**config.mk**
```make
export PLATFORM = sky130hd
export DESIGN_NAME = npu_rd_return
export DESIGN_NICKNAME = d
export VERILOG_FILES = /design/src/rtl/npu_rd_return_pkg.sv /design/src/rtl/sync_fifo_sr.sv /design/src/rtl/npu_rd_return.sv
export SDC_FILE = /design/constraint.sdc
export NUM_CORES = 1
export LEC_CHECK = 0
export CAP_MARGIN = 20
export CORE_MARGIN = 2
export CORE_UTILIZATION = 60
export DETAILED_ROUTE_END_ITERATION = 8
export PLACE_DENSITY_LB_ADDON = 0.25
export RECOVER_POWER = 100
export SETUP_SLACK_MARGIN = 0.2
export SLEW_MARGIN = 25
export SYNTH_ARGS = -nofsm -noshare
export SYNTH_HDL_FRONTEND = slang
export SYNTH_SLANG_ARGS = --single-unit
export TNS_END_PERCENT = 5
```
**constraint.sdc**
```tcl
create_clock -name clk -period 7.9 [get_ports clk]
set_input_delay 1.58 -clock clk [delete_from_list [all_inputs] [get_ports clk]]
set_output_delay 1.58 -clock clk [all_outputs]
set_load 0.02 [all_outputs]
```
**src/rtl/npu_rd_return_pkg.sv**
```systemverilog
// Shared types and constants for the NPU read-return bridge.
// Optional feature macro used by the design: NPU_RD_ERR_RESP_EN.
package npu_rd_return_pkg;

   localparam int unsigned ID_W   = 4;
   localparam int unsigned LEN_W  = 8;
   localparam int unsigned DATA_W = 32;
   localparam int unsigned AR_W   = ID_W + LEN_W;

   localparam logic [1:0] RESP_OKAY   = 2'b00;
   localparam logic [1:0] RESP_SLVERR = 2'b10;

   typedef enum logic [1:0] {
      ST_IDLE   = 2'd0,
      ST_REQ    = 2'd1,
      ST_STREAM = 2'd2,
      ST_ERRB   = 2'd3
   } rd_state_e;

   typedef struct packed {
      logic [ID_W-1:0]  id;
      logic [LEN_W-1:0] len;
   } ar_entry_t;

endpackage

```
**src/rtl/sync_fifo_sr.sv**
```systemverilog
// Synchronous-reset first-word-fall-through FIFO; rdata always shows the head entry.
module sync_fifo_sr #(
   parameter int unsigned DEPTH = 4,
   parameter int unsigned WIDTH = 8
) (
   input  logic             clk,
   input  logic             rst,
   input  logic             push,
   input  logic [WIDTH-1:0] wdata,
   input  logic             pop,
   output logic [WIDTH-1:0] rdata,
   output logic             full,
   output logic             empty
);

   localparam int unsigned PTR_W = (DEPTH > 1) ? $clog2(DEPTH) : 1;
   localparam int unsigned CNT_W = $clog2(DEPTH + 1);

   logic [WIDTH-1:0] mem [DEPTH];
   logic [PTR_W-1:0] wr_ptr;
   logic [PTR_W-1:0] rd_ptr;
   logic [CNT_W-1:0] count;
   logic             do_push;
   logic             do_pop;

   // Pointers wrap explicitly so non-power-of-two depths work.
   function automatic logic [PTR_W-1:0] ptr_inc(input logic [PTR_W-1:0] p);
      return (p == PTR_W'(DEPTH - 1)) ? '0 : p + PTR_W'(1);
   endfunction

   assign full    = (count == CNT_W'(DEPTH));
   assign empty   = (count == '0);
   assign do_push = push && !full;
   assign do_pop  = pop && !empty;
   assign rdata   = mem[rd_ptr];

   always_ff @(posedge clk) begin
      if (rst) begin
         wr_ptr <= '0;
         rd_ptr <= '0;
         count  <= '0;
      end else begin
         if (do_push) wr_ptr <= ptr_inc(wr_ptr);
         if (do_pop)  rd_ptr <= ptr_inc(rd_ptr);
         case ({do_push, do_pop})
            2'b10:   count <= count + CNT_W'(1);
            2'b01:   count <= count - CNT_W'(1);
            default: count <= count;
         endcase
      end
   end

   always_ff @(posedge clk) begin
      if (do_push) mem[wr_ptr] <= wdata;
   end

endmodule

```
**src/rtl/npu_rd_return.sv**
```systemverilog
// AXI read-return bridge: queues AR requests, triggers NPU reads and streams the data back.
// Define NPU_RD_ERR_RESP_EN to forward per-beat NPU error flags as SLVERR.
module npu_rd_return
   import npu_rd_return_pkg::*;
#(
   parameter int unsigned AR_DEPTH   = 4,
   parameter int unsigned DATA_DEPTH = 16
) (
   input  logic              clk,
   input  logic              rst,
   input  logic [ID_W-1:0]   acc_arid,
   input  logic [31:0]       acc_araddr,
   input  logic [LEN_W-1:0]  acc_arlen,
   input  logic [2:0]        acc_arsize,
   input  logic [1:0]        acc_arburst,
   input  logic [2:0]        acc_arprot,
   input  logic              acc_arvalid,
   output logic              acc_arready,
   output logic [ID_W-1:0]   acc_rid,
   output logic [DATA_W-1:0] acc_rdata,
   output logic [1:0]        acc_rresp,
   output logic              acc_rlast,
   output logic              acc_rvalid,
   input  logic              acc_rready,
   output logic              npu_rd_sop_data,
   input  logic              npu_rd_eop_data,
   input  logic              npu_rd_vld_data,
   input  logic [DATA_W-1:0] npu_rd_data_data,
   input  logic              npu_rd_err,
   output logic              rd_ovf
);

`ifdef NPU_RD_ERR_RESP_EN
   localparam int unsigned BUF_W = DATA_W + 1;
`else
   localparam int unsigned BUF_W = DATA_W;
`endif

   rd_state_e         state_q, state_d;
   logic [ID_W-1:0]   id_q;
   logic [LEN_W-1:0]  len_q;
   logic [LEN_W-1:0]  cnt_q;
   logic [LEN_W:0]    in_cnt_q;
   logic              ovf_q;
   logic              rdy_q;

   ar_entry_t         ar_in, ar_head;
   logic              ar_push, ar_pop, ar_full, ar_empty;
   logic [BUF_W-1:0]  d_wdata, d_head;
   logic              d_push, d_pop, d_full, d_empty, d_drop;
   logic              fits, r_hs, stream_vld;
   logic              unused_ok;

   assign ar_in   = '{id: acc_arid, len: acc_arlen};
   assign ar_push = acc_arvalid && acc_arready;
   assign fits    = (32'(ar_head.len) + 32'd1) <= 32'(DATA_DEPTH);

   sync_fifo_sr #(.DEPTH(AR_DEPTH), .WIDTH(AR_W)) u_ar_fifo (
      .clk   (clk),
      .rst   (rst),
      .push  (ar_push),
      .wdata (ar_in),
      .pop   (ar_pop),
      .rdata (ar_head),
      .full  (ar_full),
      .empty (ar_empty)
   );

`ifdef NPU_RD_ERR_RESP_EN
   assign d_wdata   = {npu_rd_err, npu_rd_data_data};
   assign unused_ok = ^{acc_araddr, acc_arsize, acc_arburst, acc_arprot, npu_rd_eop_data};
`else
   assign d_wdata   = npu_rd_data_data;
   assign unused_ok = ^{acc_araddr, acc_arsize, acc_arburst, acc_arprot, npu_rd_eop_data,
                        npu_rd_err};
`endif

   // Only the beats the burst asked for are buffered; anything else is dropped and flagged.
   assign d_push = npu_rd_vld_data && ((state_q == ST_REQ) || (state_q == ST_STREAM))
                   && !d_full && (in_cnt_q <= {1'b0, len_q});
   assign d_drop = npu_rd_vld_data && !d_push;

   sync_fifo_sr #(.DEPTH(DATA_DEPTH), .WIDTH(BUF_W)) u_data_fifo (
      .clk   (clk),
      .rst   (rst),
      .push  (d_push),
      .wdata (d_wdata),
      .pop   (d_pop),
      .rdata (d_head),
      .full  (d_full),
      .empty (d_empty)
   );

   // R channel is a pure function of registered state and the FWFT buffer head.
   assign stream_vld      = (state_q == ST_STREAM) && !d_empty;
   assign acc_rvalid      = stream_vld || (state_q == ST_ERRB);
   assign acc_rid         = id_q;
   assign acc_rdata       = stream_vld ? d_head[DATA_W-1:0] : '0;
   assign acc_rlast       = acc_rvalid && (cnt_q == len_q);
   assign acc_arready     = rdy_q && !ar_full;
   assign npu_rd_sop_data = (state_q == ST_REQ);
   assign rd_ovf          = ovf_q;
   assign r_hs            = acc_rvalid && acc_rready;

   always_comb begin
      acc_rresp = RESP_OKAY;
      if (state_q == ST_ERRB) begin
         acc_rresp = RESP_SLVERR;
`ifdef NPU_RD_ERR_RESP_EN
      end else if (stream_vld && d_head[DATA_W]) begin
         acc_rresp = RESP_SLVERR;
`endif
      end
   end

   always_comb begin
      state_d = state_q;
      ar_pop  = 1'b0;
      d_pop   = 1'b0;
      unique case (state_q)
         ST_IDLE: begin
            if (!ar_empty && d_empty) begin
               ar_pop  = 1'b1;
               state_d = fits ? ST_REQ : ST_ERRB;
            end
         end
         ST_REQ:    state_d = ST_STREAM;
         ST_STREAM: begin
            d_pop = r_hs;
            if (r_hs && acc_rlast) state_d = ST_IDLE;
         end
         ST_ERRB: begin
            if (r_hs && acc_rlast) state_d = ST_IDLE;
         end
         default:   state_d = ST_IDLE;
      endcase
   end

   always_ff @(posedge clk) begin
      if (rst) begin
         state_q  <= ST_IDLE;
         id_q     <= '0;
         len_q    <= '0;
         cnt_q    <= '0;
         in_cnt_q <= '0;
         ovf_q    <= 1'b0;
         rdy_q    <= 1'b0;
      end else begin
         state_q <= state_d;
         rdy_q   <= 1'b1;
         if (ar_pop) begin
            id_q     <= ar_head.id;
            len_q    <= ar_head.len;
            cnt_q    <= '0;
            in_cnt_q <= '0;
         end else begin
            if (r_hs)   cnt_q    <= cnt_q + LEN_W'(1);
            if (d_push) in_cnt_q <= in_cnt_q + (LEN_W + 1)'(1);
         end
         if (d_drop) ovf_q <= 1'b1;
      end
   end

endmodule

```
==> results of run 1 <==
==> kinds of logic after synthesis <==
kind of cell | Yosys count
compound gates | 83
xor+xnor | 22
fa+ha+maj | 30
buf+inv | 86
flops | 619
mux | 175
other cells | 1
simple gates | 180
==> Yosys cell counts (8+ instances only) <==
cell,n,area share
nand2_1,41,0.0063
ha_1,29,0.015
and3_1,20,0.0051
dfxtp_1,59,0.048
edfxtp_1,560,0.69
buf_4,14,0.0043
o21ai_0,14,0.0029
or3_1,11,0.0028
buf_2,8,0.0016
nor2_1,24,0.0037
and2_1,34,0.0087
mux4_2,172,0.16
nand3_1,16,0.0033
xor2_1,19,0.0068
inv_1,25,0.0038
clkbuf_1,30,0.0046
a21oi_1,39,0.0080
==> metal layers <==
metal | wire length [µm] | vias to the layer above | GRT usage
met2 | 25910 | 511 | 0.4168
met1 | 20180 | 6274 | 0.3518
li1 | - | 5112 | -
met4 | 1023 | 2 | 0.07323
met3 | 3671 | 80 | 0.04324
met5 | 14 | - | 0
==> registers in the layout (all words and copies together), names as in the netlist, named ones only <==
name and flops:
acc_rid 4, cnt_q 8, in_cnt_q 9, len_q 8
rd_ovf 1, rdy_q 1, state_q 2, u_ar_fifo.count 3
u_ar_fifo.mem 48, u_ar_fifo.rd_ptr 2, u_ar_fifo.wr_ptr 2, u_data_fifo.count 5
u_data_fifo.mem 512, u_data_fifo.rd_ptr 4, u_data_fifo.wr_ptr 4
==> stage by stage <==
stage               hold WS (ps)    util  power [µW]
finish                     442.1  0.6922        7482
floorplan                  453.2       -        4531
global placement           445.9  0.6478        4801
global route               474.6  0.6922        7760
detailed placement         442.7  0.6478        4829
CTS                        451.4  0.6941        7542
==> worst register-to-register path: cells and delay by family (launching register included) <==
family	cells	cell delay, ps
flip-flops	1	490
AO/OA/AOI/OAI	5	930
buffers and inverters	2	2060
AND/OR/NAND/NOR	3	780
adder cells (fa/ha/maj)	2	510
XOR/XNOR	1	110
==> report_power, final <==
group	leakage, µW	switching, µW	internal [µW]
registers	0.00552	93.3	3720
clock network	0.000893	1170	1560
logic	0.00225	554	391
total	0.00867	1820	5670
==> how the worst max path moves through the flow <==
stage	from	endpoint	slack (ps)	depth (start not counted)
final	u_data_fifo.count[2]$_SDFFE_PP0P_	acc_rlast	1740	6
after global placement	flip-flop	acc_rdata[10]	2680	5
after detailed placement	flip-flop	acc_rdata[7]	2680	5
after global routing	u_data_fifo.count[2]$_SDFFE_PP0P_	acc_rlast	1510	6
after CTS	flip-flop	acc_rdata[7]	2030	5
after floorplan	npu_rd_vld_data	u_data_fifo.count[4]$_SDFFE_PP0P_	3740	14
==> final cells by class <==
type                    count  area, µm²
multi-input cells         491       5987
clock buffers              68       1510
inverters                  26      100.1
diodes                      2      5.005
fillers                  2418      12280
well taps                 525      656.9
repair buffers            116       1028
clock inverters            35      335.3
flip-flops and latches    619      18010
==> summary.txt, run 1 <==
Logic synthesis
  • Ys Warns: 0
  • Number of synthesized flops with an enable pin: 560
  • Yosys cell types: a little under 60
  • Register area share after synthesis: 0.7378
  • Post-synth ARST share: 0
  • Post-Synth Simple-Gate Area: 0.04083
  • Cells after Synth: between 1000 and 1500
  • Compound-cell area share of the yosys netlist: 0.02041
  • Syn Nets: between 1000 and 1500
  • Largest family of logic cells by synthesized area: multiplexers
  • Synth Area in XOR/XNOR: 0.007899
  • Area share of fa/ha/maj cells after synthesis: 0.01570
  • Syn Area/Cell: a little over 20 µm²
  • Mapped cell area: about 24000 µm²
  • #FFs+latches synth: about 620
  • Top FF cell, synth: edfxtp_1
  • Post-synthesis mux area share: 0.1601

STA
  • Fmax: roughly 160 MHz
  • Fin Clk Skew: 26.56 ps
  • Post-route clock period utilization: 0.7796
  • Fin crit period: ~6200 ps
  • Pins Over Slew Limit: around 540
  • Setup TNS: 0 ps
  • # setup viols final: 0
  • Final Hold Vio Count: 0
  • Worst setup slack after layout: around 1700 ps
  • RSZ-0062 raised after global routing: false
  • Worst-Margin Slew: ~3000 ps
  • Max-Slew Margin vs Limit: -0.9817

Finish
  • Most common cell after layout, fill and taps aside: edfxtp_1
  • Fin nets: about 1400
  • Finished Layout Cells: 1882
  • Area delta synth->final: 13.27%
  • Share of layout cells above drive strength 1: 0.2118
  • Commonest non-fill, non-tap cells in the layout: 560 x edfxtp_1, 172 x mux4_2, 61 x dlygate4sd3_1, 59 x clkbuf_16, 55 x dfxtp_1
  • Final Cell Area: roughly 28000 µm²

Placement
  • Area after DPL: between 20000 and 30000 µm²
  • Placed insts: 1777
  • RePlAce Congestion: around 0.78
  • Worst slack, placed: around 2700 ps
  • DPL Wire Length: ~25 mm
  • I/O Buffers: 90

Pwr
  • P per Cell Area: between 200 and 300 nW/µm²
  • Pleak: slightly below 0.009 µW
  • Worst IR drop on VDD: ~200 µV

Global route
  • First-pass GRT wire length: 77.01 mm
  • Largest net degree at the start of global routing: 52
  • Initial antenna violation count: 4
  • Vias in the first global route: 12390
  • Total GRT Usage: 0.2522
  • GR Overflow Total: 0

Floorplan
  • Initial Util: 0.6111
  • DIE AREA: 42280 µm²
  • Number of top-level pins: 134
  • Core Rows: 73
  • Die Ht: 205.6 µm
  • CORE AREA: 39910 µm²
  • Die X: 205.6 µm

Clocking
  • Clk slew on worst S/H paths: about 60 ps
  • Post CTS Setup Buffer Count: 0
  • Clk root buf: clkbuf_16
  • CTS tree: yes
  • Worst skew pair latency: between 600 and 700 ps
  • PostCTS Resize Cnt: 0
  • Clock sink count: 619
  • H-Tree Depth: 2
  • Hold buffer count at CTS: 0
  • TritonCTS Buffers: 58
  • Clock buffer depth: 3

Worst setup path
  • Critical Path RT: ~6300 ps
  • Cell depth of the worst flop-to-flop path: 13
  • CP Buf/Inv Count: 2
  • Reg-to-reg slack, setup: 2810 ps
  • CP delay by family, top: buffers and inverters
  • R2R Path End: u_data_fifo.count[4]$_SDFFE_PP0P_
  • Cell Chain, Critical Path: or4_1 > o21a_1 > clkbuf_1 > or2_2 > and3_1 > dlygate4sd3_1
  • CP peak stage delay: between 1500 and 2000 ps
  • Crit path arrival time: ~4600 ps
  • CP Launch Type: flip-flop
  • Crit end category: primary output
  • Worst R2R Start: u_data_fifo.count[2]$_SDFFE_PP0P_
  • Max stage delay cell, worst path: clkbuf_1
  • Critical Path Fanout Max: 37
  • Crit Path Class: flip-flop to primary output

Worst hold path
  • Hold path startpoint: rd_ovf$_SDFFE_PP0P_
  • Worst hold stages: 2
  • Min-delay worst type: flip-flop to flip-flop
  • Hold EP: rd_ovf$_SDFFE_PP0P_

Detailed routing
  • WL final: 50.80 mm
  • DRC viols: 0
  • Post-route ant nets: 0
  • Via count: between 10000 and 15000
  • TritonRoute pass-1 iters: 5
  • WL per Instance: between 20 and 30 µm
  • Via density: approximately 6.4
  • DR iter-0 viols: 1282

Status
  • Status: finished, violations left
  • Failing checks: capacitance limit, slew limit

Flow run
  • Max-Cap Viols: 18
Note: power is estimated with default switching activity, not from simulation.
==> run 2, diff against run 1 <==
Settings changed: CORE_UTILIZATION 60 to 54.
Clock period 7.9 ns to 5.6 ns, I/O delays scaled along.
==> run 2 against run 1 <==
Effect of this change: the run still ends with capacitance limit, slew limit left; flip-flop and latch count stayed put; critical endpoint is now acc_rdata[6]; utilization is 6.3 points lower; sequential share of layout area is 0.77 points lower; count of clock-buffer cells in the layout is 1 higher; first-iteration DRC count is 11% lower; critical path depth is 1 lower; global-route usage is 3.4 points lower.
==> summary.txt, run 2 (synthesized netlist as in run 1, its figures left out) <==
STA
  • Pins Over Slew Limit: ~110
  • Final Hold Vio Count: 0
  • Setup TNS: 0 ps
  • Fmax: 203.6 MHz
  • Post-route clock period utilization: 0.8769
  • Max-Slew Margin vs Limit: -0.1664
  • Worst-Margin Slew: between 1500 and 2000 ps
  • Fin crit period: roughly 4900 ps
  • RSZ-0062 raised after global routing: false
  • Fin Clk Skew: approximately 22 ps
  • # setup viols final: 0

Pwr
  • Worst IR drop on VDD: roughly 320 µV
  • Flop pwr share: 0.495
  • Pleak: slightly below 0.009 µW
  • Power Internal: between 8000 and 9000 µW
  • Sw Share: 0.2414
  • Comb pwr share: 0.124
  • Switch Pwr: 2613 µW
  • Clock power share: 0.381
  • P per Cell Area: approximately 390 nW/µm²

Global route
  • First-pass GRT wire length: 75.31 mm
  • Initial antenna violation count: 4
  • Largest net degree at the start of global routing: 55
  • GR Overflow Total: 0
  • Total GRT Usage: 0.2178
  • Vias in the first global route: between 10000 and 15000

Clocking
  • PostCTS Resize Cnt: 0
  • Worst skew pair latency: 620 ps
  • Clock sink count: just over 600
  • Post CTS Setup Buffer Count: 0
  • Clk slew on worst S/H paths: about 60 ps
  • Hold buffer count at CTS: 0
  • CTS tree: yes
  • TritonCTS Buffers: 60
  • H-Tree Depth: 2
  • Clk root buf: clkbuf_16
  • Clock buffer depth: 3

Floorplan
  • Initial Util: 0.5492
  • Die Ht: ~220 µm
  • Die X: 216.5 µm
  • Number of top-level pins: 134
  • DIE AREA: ~47000 µm²
  • CORE AREA: around 44000 µm²
  • Core Rows: slightly below 80

Placement
  • DPL Wire Length: around 28 mm
  • I/O Buffers: 90
  • RePlAce Congestion: 0.7642

Detailed routing
  • DR iter-0 viols: around 1100
  • WL final: 49.62 mm
  • WL per Instance: 25.20 µm
  • Post-route ant nets: 0
  • Via density: roughly 6
  • Via count: approximately 12000
  • DRC viols: 0
  • TritonRoute pass-1 iters: 6

Worst setup path
  • Most common cell on crit path: mux4_2
  • Cell Chain, Critical Path: clkbuf_2 > mux4_2 > mux4_2 > and2_1 > dlygate4sd3_1
  • CP Buf/Inv Count: 2
  • Critical Path Fanout Max: 27
  • Crit Path Class: flip-flop to primary output
  • CP Launch Type: flip-flop
  • CP peak stage delay: around 860 ps
  • Critical Path RT: between 4000 and 5000 ps
  • Crit path arrival time: 3790 ps
  • Crit end category: primary output
  • CP delay by family, top: buffers and inverters
  • Max stage delay cell, worst path: clkbuf_2

Finish
  • Fin util: 0.6296
  • Area delta synth->final: 14.63%
  • Top Registers: u_data_fifo.mem x512, u_ar_fifo.mem x48, in_cnt_q x9
  • Largest register FFs: 512
  • Fin nets: approximately 1400
  • Commonest non-fill, non-tap cells in the layout: 560 x edfxtp_1, 172 x mux4_2, 79 x dlygate4sd3_1, 61 x clkbuf_16, 55 x dfxtp_1
  • Most common cell after layout, fill and taps aside: edfxtp_1
  • Reg with most FFs: u_data_fifo.mem
  • Share of layout cells above drive strength 1: 0.2109

Flow run
  • Max-Cap Viols: 5

Status
  • Status: finished, violations left
  • Failing checks: capacitance limit, slew limit

Worst hold path
  • Min-delay worst type: flip-flop to flip-flop
-- run 2: changes by cell type in the layout (fill, tap and decap cells not counted), sizes merged --
cell / delta
clkdlybuf4s50: -18
dlygate4sd3: +18
clkbuf: +14
clkinv: +7
bufinv: +3
inv: -2
buf: -1
clkinvlp: -1
-- run 2: worst paths after layout --
path	slack [ps]	from	end	depth (start not counted)
max	690	flip-flop	acc_rdata[6]	5
min	460	acc_rid[2]$_SDFFE_PP0P_	acc_rid[2]$_SDFFE_PP0P_	2
max reg2reg	890	len_q[6]$_SDFFE_PP0P_	u_data_fifo.mem[6][18]$_DFFE_PP_	9
min reg2reg	460	acc_rid[2]$_SDFFE_PP0P_	acc_rid[2]$_SDFFE_PP0P_	2
-- run 2: cell type report --
| type | instances | area, µm² |
|---|---|---|
| antenna | 2 | 5.005 |
| clock buffer | 69 | 1577 |
| clock inverter | 42 | 462.9 |
| fill | 3006 | 16450 |
| inverter | 26 | 98.84 |
| multi-input combinational | 491 | 5958 |
| sequential | 619 | 18010 |
| tap | 592 | 740.7 |
| timing repair buffer | 128 | 1112 |
-- run 2: metal layers --
metal  part of all wire  vias up  wire, µm  global-route usage
met3              0.058       73      2879             0.03705
li1                   -     5173         -                   -
met1               0.42     6178     20730              0.3049
met2               0.50      371     24980              0.3566
met4              0.020        2      1015             0.06575
met5            0.00026        -        13                   0
-- run 2: metrics by stage --
step	cell area [µm²]	std cells	hold WS (ps)	total power, µW	worst slack, ps
finish	27960	1969	455.9	10820	689.5
global route	27960	1968	485.5	11220	444.1
CTS	28130	1967	460.4	10970	975.0
detailed placement	26090	1856	451.2	6841	885.5
global placement	26080	1856	436.7	6796	954.3
floorplan	24390	1196	453.2	6391	1901
-- run 2: power groups by stage --
stage	combinational [µW]	sequential [µW]	clock (µW)
4_1_cts	1400	5360	4210
2_1_floorplan	976	5410	0
5_1_grt	1470	5380	4370
3_5_place_dp	1380	5460	0
3_3_place_gp	1350	5450	0
6_report	1340	5360	4130
-- run 2: worst reg2reg max path, cell delays in order (launching register included) --
cell and delay (ps):
dfxtp_1 390, inv_1 80, ha_1 330, a211oi_1 250
o21a_1 170, a31oi_1 70, buf_4 210, nor2_1 580
and3_1 880, clkbuf_1 1330
